### src/rtl/game_ctrl.sv
// ---------------------------------------------------------------------------
// game_ctrl -- Minesweeper game controller.
//
// Owns the game FSM (INIT/PLAY/WIN/LOSE), the cursor, the count of safe cells
// still covered, the placed-flag count and an elapsed-seconds timer. Turns
// debounced button pulses into registered open/flag request strobes for the
// board-cover array and feeds the display mux.
//
// Optional feature macro: CURSOR_WRAP_EN
//   defined   : cursor wraps around the board edges
//   undefined : edge presses are ignored (cursor clamps)
//
// Ports:
//   clk, reset          clock; synchronous active-high reset
//   btn_l/u/d/r/c       single-cycle debounced button pulses
//   sw_flag             centre press toggles a flag instead of opening
//   sw_new              centre press restarts the game (any state)
//   init_busy           board generator still running (0 = ready)
//   num_non_mines       safe-cell count of the generated board
//   cell_val            apparent value under the cursor (5'b11111 = mine hit)
//   opened_cell         pulse: cover array opened one more cell
//   flag_changed        pulse: flag toggled at cursor
//   flag_added          qualifies flag_changed (1 = placed, 0 = removed)
//   x_coord, y_coord    cursor position
//   state               one-hot INIT=0001 PLAY=0010 WIN=0100 LOSE=1000
//   open_req, flag_req  registered one-cycle request strobes
//   cells_to_open       safe cells still covered
//   flags_placed        current flag count
//   timer_sec           elapsed seconds (saturating)
// ---------------------------------------------------------------------------
module game_ctrl #(
    parameter int X_SIZE   = 16,
    parameter int Y_SIZE   = 16,
    parameter int X_BITS   = 4,
    parameter int Y_BITS   = 4,
    parameter int TICK_DIV = 50000000,
    parameter int TIMER_W  = 10
) (
    input  logic                     clk,
    input  logic                     reset,
    input  logic                     btn_l,
    input  logic                     btn_u,
    input  logic                     btn_d,
    input  logic                     btn_r,
    input  logic                     btn_c,
    input  logic                     sw_flag,
    input  logic                     sw_new,
    input  logic                     init_busy,
    input  logic [X_BITS+Y_BITS:0]   num_non_mines,
    input  logic [4:0]               cell_val,
    input  logic                     opened_cell,
    input  logic                     flag_changed,
    input  logic                     flag_added,
    output logic [X_BITS-1:0]        x_coord,
    output logic [Y_BITS-1:0]        y_coord,
    output logic [3:0]               state,
    output logic                     open_req,
    output logic                     flag_req,
    output logic [X_BITS+Y_BITS:0]   cells_to_open,
    output logic [X_BITS+Y_BITS:0]   flags_placed,
    output logic [TIMER_W-1:0]       timer_sec
);

    localparam int CW = X_BITS + Y_BITS + 1;
    localparam int PW = $clog2(TICK_DIV);

    localparam logic [X_BITS-1:0]  X_MAX     = X_BITS'(X_SIZE - 1);
    localparam logic [Y_BITS-1:0]  Y_MAX     = Y_BITS'(Y_SIZE - 1);
    localparam logic [CW-1:0]      FLAGS_MAX = CW'(X_SIZE * Y_SIZE);
    localparam logic [PW-1:0]      PRESC_MAX = PW'(TICK_DIV - 1);
    localparam logic [TIMER_W-1:0] TIMER_MAX = '1;
    localparam logic [4:0]         MINE_HIT  = 5'b11111;

    typedef enum logic [3:0] {
        S_INIT = 4'b0001,
        S_PLAY = 4'b0010,
        S_WIN  = 4'b0100,
        S_LOSE = 4'b1000
    } state_t;

    state_t              state_q, state_d;
    logic [X_BITS-1:0]   x_q, x_d;
    logic [Y_BITS-1:0]   y_q, y_d;
    logic [CW-1:0]       cells_q, cells_d;
    logic [CW-1:0]       flags_q, flags_d;
    logic [TIMER_W-1:0]  timer_q, timer_d;
    logic [PW-1:0]       presc_q, presc_d;
    logic                armed_q, armed_d;   // timer runs once the first open is issued
    logic                open_req_q, open_req_d;
    logic                flag_req_q, flag_req_d;

    always_comb begin
        state_d    = state_q;
        x_d        = x_q;
        y_d        = y_q;
        cells_d    = cells_q;
        flags_d    = flags_q;
        timer_d    = timer_q;
        presc_d    = presc_q;
        armed_d    = armed_q;
        open_req_d = 1'b0;
        flag_req_d = 1'b0;

        if (btn_c && sw_new) begin
            // Soft restart: same values as the hard reset.
            state_d = S_INIT;
            x_d     = '0;
            y_d     = '0;
            cells_d = '0;
            flags_d = '0;
            timer_d = '0;
            presc_d = '0;
            armed_d = 1'b0;
        end else begin
            unique case (state_q)
                S_INIT: begin
                    flags_d = '0;
                    timer_d = '0;
                    presc_d = '0;
                    armed_d = 1'b0;
                    if (!init_busy) begin
                        cells_d = num_non_mines;
                        state_d = S_PLAY;
                    end
                end

                S_PLAY: begin
                    // Exit takes the whole cycle: nothing else updates and no
                    // strobe is issued, so strobes never appear outside PLAY.
                    if (cell_val == MINE_HIT) begin
                        state_d = S_LOSE;
                    end else if (cells_q == '0) begin
                        state_d = S_WIN;
                    end else begin
                        // Opposing presses in the same cycle cancel out.
                        if (btn_l && !btn_r) begin
                            if (x_q != '0) x_d = x_q - 1'b1;
`ifdef CURSOR_WRAP_EN
                            else           x_d = X_MAX;
`endif
                        end else if (btn_r && !btn_l) begin
                            if (x_q < X_MAX) x_d = x_q + 1'b1;
`ifdef CURSOR_WRAP_EN
                            else             x_d = '0;
`endif
                        end

                        if (btn_u && !btn_d) begin
                            if (y_q != '0) y_d = y_q - 1'b1;
`ifdef CURSOR_WRAP_EN
                            else           y_d = Y_MAX;
`endif
                        end else if (btn_d && !btn_u) begin
                            if (y_q < Y_MAX) y_d = y_q + 1'b1;
`ifdef CURSOR_WRAP_EN
                            else             y_d = '0;
`endif
                        end

                        open_req_d = btn_c && !sw_flag;
                        flag_req_d = btn_c && sw_flag;

                        if (opened_cell && cells_q != '0) cells_d = cells_q - 1'b1;

                        if (flag_changed) begin
                            if (flag_added) begin
                                if (flags_q < FLAGS_MAX) flags_d = flags_q + 1'b1;
                            end else begin
                                if (flags_q != '0) flags_d = flags_q - 1'b1;
                            end
                        end

                        if (armed_q) begin
                            if (presc_q == PRESC_MAX) begin
                                presc_d = '0;
                                if (timer_q != TIMER_MAX) timer_d = timer_q + 1'b1;
                            end else begin
                                presc_d = presc_q + 1'b1;
                            end
                        end
                        armed_d = armed_q | open_req_d;
                    end
                end

                S_WIN, S_LOSE: begin
                    if (btn_c) begin
                        state_d = S_INIT;
                        flags_d = '0;
                        timer_d = '0;
                        presc_d = '0;
                        armed_d = 1'b0;
                    end
                end

                default: state_d = S_INIT;
            endcase
        end
    end

    always_ff @(posedge clk) begin
        if (reset) begin
            state_q    <= S_INIT;
            x_q        <= '0;
            y_q        <= '0;
            cells_q    <= '0;
            flags_q    <= '0;
            timer_q    <= '0;
            presc_q    <= '0;
            armed_q    <= 1'b0;
            open_req_q <= 1'b0;
            flag_req_q <= 1'b0;
        end else begin
            state_q    <= state_d;
            x_q        <= x_d;
            y_q        <= y_d;
            cells_q    <= cells_d;
            flags_q    <= flags_d;
            timer_q    <= timer_d;
            presc_q    <= presc_d;
            armed_q    <= armed_d;
            open_req_q <= open_req_d;
            flag_req_q <= flag_req_d;
        end
    end

    assign state         = state_q;
    assign x_coord       = x_q;
    assign y_coord       = y_q;
    assign cells_to_open = cells_q;
    assign flags_placed  = flags_q;
    assign timer_sec     = timer_q;
    assign open_req      = open_req_q;
    assign flag_req      = flag_req_q;

endmodule

### config.mk
export PLATFORM = sky130hd
export DESIGN_NAME = game_ctrl
export DESIGN_NICKNAME = d
export VERILOG_FILES = /design/src/rtl/game_ctrl.sv
export SDC_FILE = /design/constraint.sdc
export NUM_CORES = 1
export LEC_CHECK = 0
export BUFFER_PORTS_ARGS = -buffer_cell sky130_fd_sc_hd__buf_2
export CORE_MARGIN = 2
export CORE_UTILIZATION = 45
export CTS_CLUSTER_SIZE = 25
export DETAILED_ROUTE_END_ITERATION = 8
export GPL_TIMING_DRIVEN = 0
export PLACE_DENSITY = 0.78
export SLEW_MARGIN = 10
export SYNTH_ARGS = -nofsm -noshare
export SYNTH_HDL_FRONTEND = slang
export SYNTH_SLANG_ARGS = --single-unit
### constraint.sdc
create_clock -name clk -period 2.4 [get_ports clk]
set_input_delay 0.12 -clock clk [delete_from_list [all_inputs] [get_ports clk]]
set_output_delay 0.12 -clock clk [all_outputs]
set_load 0.05 [all_outputs]
==> impl_metrics.toml, run 1 <==
[drt]
viasPerCell = 5.816
postRouteAntennaNets = 0
dr.pass1.iters = 5
drtIter0Drc = 358
drc = 0
avgRoutedWirePerCell_microns = 15.07
num_vias = 4019
routed_wl_mm = 10.42

[floorplan]
coreArea_sq_um = 8678
die_h_microns = 98.15
start_util_pct = 45.96
rows = 34
die_w_microns = 98.15
die_area_sq_um = 9633
io_pins = 69

[synth]
yosysTopAreaCell = "dfxtp_1"
synth_flop_cell = "dfxtp_1"
synth_area_leaders = "dfxtp_1 35%, ha_1 5.3%, nor2_1 5.1%"
netlist_top_cells_count = "69 x dfxtp_1, 54 x nor2_1, 43 x nand2_1"
synthArstFlopShare_pct = 0
post_synth.cell_area_avg_sq_um = 8.042
synth-edff-count = 0
synth-seq-cells = 69
syn_nets = 543
synth_area_sq_um = 3989
synth_most_common_cell = "dfxtp_1"
seq_area_frac_synth_pct = 34.63
synth_cell_types = 56
syn_inst = 496
synth_top_area_share_pct = 34.63
ys_warn_count = 0

[grt]
met3_usage_pct = 4.223
overflow = 0
grt_use_met2_pct = 34.62
grt_pass1_wl_mm = 16.89
globalRouteTotalUtil_pct = 20.98
top_usage_layer = "met2"
grt_util_met1_pct = 28.06
antenna_found_initial = 0
grt_max_degree = 11
grt_pass1_vias = 3666

[final_layout]
diodes = 0
final_cells = 691
drive_gt1_share_pct = 19.38
synthToLayoutAreaGrowth_pct = 18.79
fin_nets = 626
final_util_pct = 54.60

[timing]
slew_headroom_pct = 50.99
finClkSkew_ns = 0.01091
drv_slew = 0
worst_slew_pin_slew_ns = 0.7303
min_period_ns = 2.362
max_freq_mhz = 423.5
fin_worst_hold_slack_ns = 0.08338
fin_tns_setup_ns = 0
setup_viol = 0
hold_viol_final = 0
period_share_pct = 98.40

[pwr]
powerDensity_nw_per_um2 = 511.9
total_power_mw = 2.426
p_int_mw = 1.704
sw_frac_of_total_pct = 29.76
p_switching_uw = 721.8
p_leak_nw = 1.878
ir_drop_v = 0.0002847
seqPwrFrac_pct = 49.0
clock_power_share_pct = 33.9
p_comb_share_pct = 17.1

[critical_path]
start_kind = "flip-flop"
end_kind = "flip-flop"
crit_fanout = 10
worstPathArrival_ns = 2.57
worstPathRequired_ns = 2.61
critical_path_class = "reg2reg"
r2r_cells = 8

[clocking]
cts_tree = "built"
clock_latency_ns = 0.35
cts_sinks = 69
cts_inserted_buffers = 9
clockBufferDepth = 2
clkTransAtPathRegs_ns = 0.08
h-tree-depth = 3
cts_root_buffer = "clkbuf_8"

[run_status]
status = "finished, final reports clean"

[hold_path]
whs_path_depth = 3
holdCritPathClass = "in2reg"

[flow_run]
drv_cap = 0

[placed_design]
dpl.hpwl_mm = 7.455
dp.cells = 672
gp_congestion = 0.8408
io_buffers = 68
[sequential cells by signal, indices dropped and copies added (netlist names), 4 cells and up]
name / count
x_coord: 4
y_coord: 4
timer_sec: 10
flags_placed: 9
presc_q: 26
state: 4
cells_to_open: 9
[cell usage in the layout, fill, tap and decap left out, types with 16 or more instances in the layout]
cell     instances
a21oi_1         38
buf_2           70
dfxtp_1         67
ha_1            17
inv_1           26
nand2_1         43
nand3_1         30
nor2_1          54
nor3_1          16
o21ai_0         20
xnor2_1         21
[cell families after synthesis]
kind of cell / synth area share, %
mux: 0.7529
simple gates: 27.70
buf+inv: 4.328
compound gates: 20.04
flops: 34.63
fa+ha+maj: 6.838
xor+xnor: 5.709
[area by class of cell]
| cell class | instances | area, sq um |
|---|---|---|
| Fill cell | 812 | 3940 |
| Clock buffer | 13 | 148.9 |
| Timing Repair Buffer | 75 | 395.4 |
| Buffer | 16 | 70.07 |
| Inverter | 26 | 97.59 |
| Multi-Input combinational cell | 382 | 2497 |
| Tap cell | 108 | 135.1 |
| Sequential cell | 69 | 1384 |
| Clock inverter | 2 | 10.01 |
[layer usage]
| layer | up-vias | share of wire, % |
|---|---|---|
| li1 | 1966 | - |
| met1 | 1916 | 47 |
| met2 | 123 | 47 |
| met3 | 14 | 5.2 |
| met4 | 0 | 1.3 |
| met5 | - | 0 |
[path summary, 6_finish.rpt]
path	startpoint	end	slack, ns
setup / recovery	cells_to_open[0]$_SDFFE_PP0P_	flags_placed[1]$_SDFFE_PP0P_	0.04
hold / removal	btn_c	flag_req$_SDFF_PP0_	0.08
setup reg to reg	cells_to_open[0]$_SDFFE_PP0P_	flags_placed[1]$_SDFFE_PP0P_	0.04
hold reg to reg	presc_q[1]$_SDFFE_PP0P_	presc_q[1]$_SDFFE_PP0P_	0.49
[power groups by stage]
stage | combinational (mW) | sequential (mW) | clock [mW]
after detailed placement | 0.379 | 1.21 | 0
after CTS | 0.398 | 1.19 | 0.834
after floorplan | 0.224 | 1.26 | 0
final | 0.414 | 1.19 | 0.823
after global routing | 0.444 | 1.19 | 0.885
after global placement | 0.371 | 1.21 | 0
[per-stage QoR]
stage	instance area (sq um)	setup WS, ns
after CTS	4693	0.01260
after floorplan	3998	0.01675
after detailed placement	4473	-0.3496
final	4738	0.03849
after global placement	4473	-0.2699
after global routing	4738	-0.04778
[critical path, stage by stage, from the launching register on]
cell and delay [ns]:
dfxtp_2 0.34, inv_1 0.05, ha_1 0.19, or3b_1 0.45, nor3b_4 0.32, o21ai_2 0.18
o21ai_1 0.44, or3_1 0.19, a21oi_1 0.06
[timing repair]
action / in CTS / in global routing
gates resized for setup: 4 / 13
hold buffers: 1 / 0
setup endpoints to repair: 54 / 38
pin swaps: 3 / 4
hold endpoints to repair: 1 / 0
setup buffers: 5 / 1
cloned: 0 / 0
No activity file was read; power rests on OpenSTA's default activity.
==> inputs of run 2 (changes only) <==
--- a/config.mk
+++ b/config.mk
@@ -14,3 +14,2 @@
 export PLACE_DENSITY = 0.78
-export SLEW_MARGIN = 10
 export SYNTH_ARGS = -nofsm -noshare
==> constraint.sdc (replaced) <==
create_clock -name clk -period 2.4 [get_ports clk]
set_input_delay 0.24 -clock clk [delete_from_list [all_inputs] [get_ports clk]]
set_output_delay 0.24 -clock clk [all_outputs]
set_load 0.05 [all_outputs]
==> run 2 against run 1 <==
Sequential power about the same. Highest routed layer unchanged. Cell area decreased by 0.21%. Count of clock-buffer cells in the layout unchanged. Die area unchanged. Sequential cell count unchanged. Power decreased by 0.20%. Critical path depth unchanged. Combinational power about the same. Clock power about the same. Register-to-register slack about the same. Non-clock buffer count decreased by 1. Setup slack improved by 0.0035 ns.
==> impl_metrics.toml, run 2 (same netlist as run 1, synthesis figures left out) <==
[clocking]
cts_sinks = 69
cts_tree = "built"
cts_root_buffer = "clkbuf_8"
clockBufferDepth = 2
clkTransAtPathRegs_ns = 0.08
cts_inserted_buffers = 9
clock_latency_ns = 0.35
h-tree-depth = 3

[hold_path]
holdCritPathClass = "in2reg"
hold_path_startpoint = "sw_flag"

[timing]
hold_viol_final = 0
worst_slew_pin_slew_ns = 0.7284
drv_slew = 0
finClkSkew_ns = 0.01127
max_freq_mhz = 424.1
setup_viol = 0
min_period_ns = 2.358
period_share_pct = 98.25
finalWorstSetupSlack_ns = 0.04198
slew_headroom_pct = 51.12

[placed_design]
gp_congestion = 0.8408
place_ws_ns = -0.3496
dp.cells = 672
dpl_cell_area_sq_um = 4473
dpl.hpwl_mm = 7.455
io_buffers = 68

[final_layout]
fin_nets = 625
final_common_cell = "buf_2"
final_cells = 690
largest-register = "presc_q"
final_cell_mix = "70 x buf_2, 67 x dfxtp_1, 54 x nor2_1"
drive_gt1_share_pct = 19.42
largest_register_ff_count = 26
diodes = 0
final_area_sq_um = 4728
nFillCells = 810
synthToLayoutAreaGrowth_pct = 18.54

[critical_path]
r2r_cells = 8
worstPathArrival_ns = 2.57
crit_fanout = 10
r2r_slack_ns = 0.04
cp-endpoint = "flags_placed[1]$_SDFFE_PP0P_"
cp-startpoint = "cells_to_open[0]$_SDFFE_PP0P_"
reg2reg_to = "flags_placed[1]$_SDFFE_PP0P_"
critical_path_class = "reg2reg"
end_kind = "flip-flop"
start_kind = "flip-flop"
worstPathRequired_ns = 2.61
rr_startpoint = "cells_to_open[0]$_SDFFE_PP0P_"

[run_status]
status = "finished, final reports clean"

[floorplan]
io_pins = 69
rows = 34
die_h_microns = 98.15
coreArea_sq_um = 8678
die_area_sq_um = 9633
die_w_microns = 98.15
start_util_pct = 45.96

[pwr]
p_comb_share_pct = 17.0
powerDensity_nw_per_um2 = 512.0
total_power_mw = 2.421
p_switching_uw = 718.0
seqPwrFrac_pct = 49.1
p_int_mw = 1.703
clock_power_share_pct = 33.9
sw_frac_of_total_pct = 29.66
p_leak_nw = 1.874
ir_drop_v = 0.0002848

[drt]
dr.pass1.iters = 5
drtIter0Drc = 287
postRouteAntennaNets = 0
viasPerCell = 5.841
routed_wl_mm = 10.40
drc = 0
avgRoutedWirePerCell_microns = 15.07
num_vias = 4030

[grt]
grt_max_degree = 11
globalRouteTotalUtil_pct = 20.98
overflow = 0
antenna_found_initial = 0
grt_pass1_vias = 3666
grt_pass1_wl_mm = 16.89

[flow_run]
drv_cap = 0
[run 2: cell types whose count changed in the layout (fill, tap and decap cells not counted)]
cell           delta
dlygate4sd3_1     -1
[run 2: metal layers]
metal / up-vias / share of wire (%) / wire length [microns] / track usage (%)
li1: 1961 / - / - / -
met1: 1919 / 46 / 4809 / 28.06
met2: 139 / 47 / 4864 / 34.62
met3: 11 / 5.7 / 590 / 4.223
met4: 0 / 1.3 / 132 / 5.901
met5: - / 0 / 0 / 0
[run 2: cell type report]
cell class	count	area, sq um	share of cell area (%)
Clock inverter	2	10.01	0.2117
Sequential cell	69	1384	29.27
Tap cell	108	135.1	2.858
Multi-Input combinational cell	382	2497	52.82
Timing Repair Buffer	74	385.4	8.150
Clock buffer	13	148.9	3.149
Inverter	26	97.59	2.064
Buffer	16	70.07	1.482
[run 2: repair_timing]
item | CTS | global route
gates resized for setup | 4 | 13
pin swaps | 3 | 4
buffers inserted | 5 | 1
hold buffers | 0 | 0
endpoints found under the setup margin | 54 | 38
[run 2: how the worst min path moves through the flow]
stage          depth (start not counted)                        end
2_1_floorplan                          1        open_req$_SDFF_PP0_
4_1_cts                                2        open_req$_SDFF_PP0_
3_5_place_dp                           2    presc_q[1]$_SDFFE_PP0P_
3_3_place_gp                           1  timer_sec[9]$_SDFFE_PP0P_
6_report                               2        open_req$_SDFF_PP0_
5_1_grt                                2        open_req$_SDFF_PP0_
[run 2: through the flow]
step                setup TNS (ns)  utilization [%]  hold WS (ns)
finish                           0            54.48        0.1071
global route               -0.2347            54.48       0.09436
CTS                              0            53.96        0.1005
detailed placement          -7.586            51.54        0.4738
global placement            -5.767            51.54        0.4584
floorplan                        0                -        0.3181
[run 2: power by group through the flow]
| stage | Clock [mW] | Sequential [mW] | Combinational (mW) |
|---|---|---|---|
| after global placement | 0 | 1.21 | 0.371 |
| after CTS | 0.834 | 1.19 | 0.397 |
| after detailed placement | 0 | 1.21 | 0.379 |
| after global routing | 0.885 | 1.19 | 0.442 |
| final | 0.820 | 1.19 | 0.412 |
| after floorplan | 0 | 1.26 | 0.224 |
[run 2: worst max-delay path, stage by stage (launching register included)]
cell and delay, ns:
dfxtp_2 0.34, inv_1 0.05, ha_1 0.19, or3b_1 0.45, nor3b_4 0.32, o21ai_2 0.18, o21ai_1 0.44, or3_1 0.19
a21oi_1 0.06
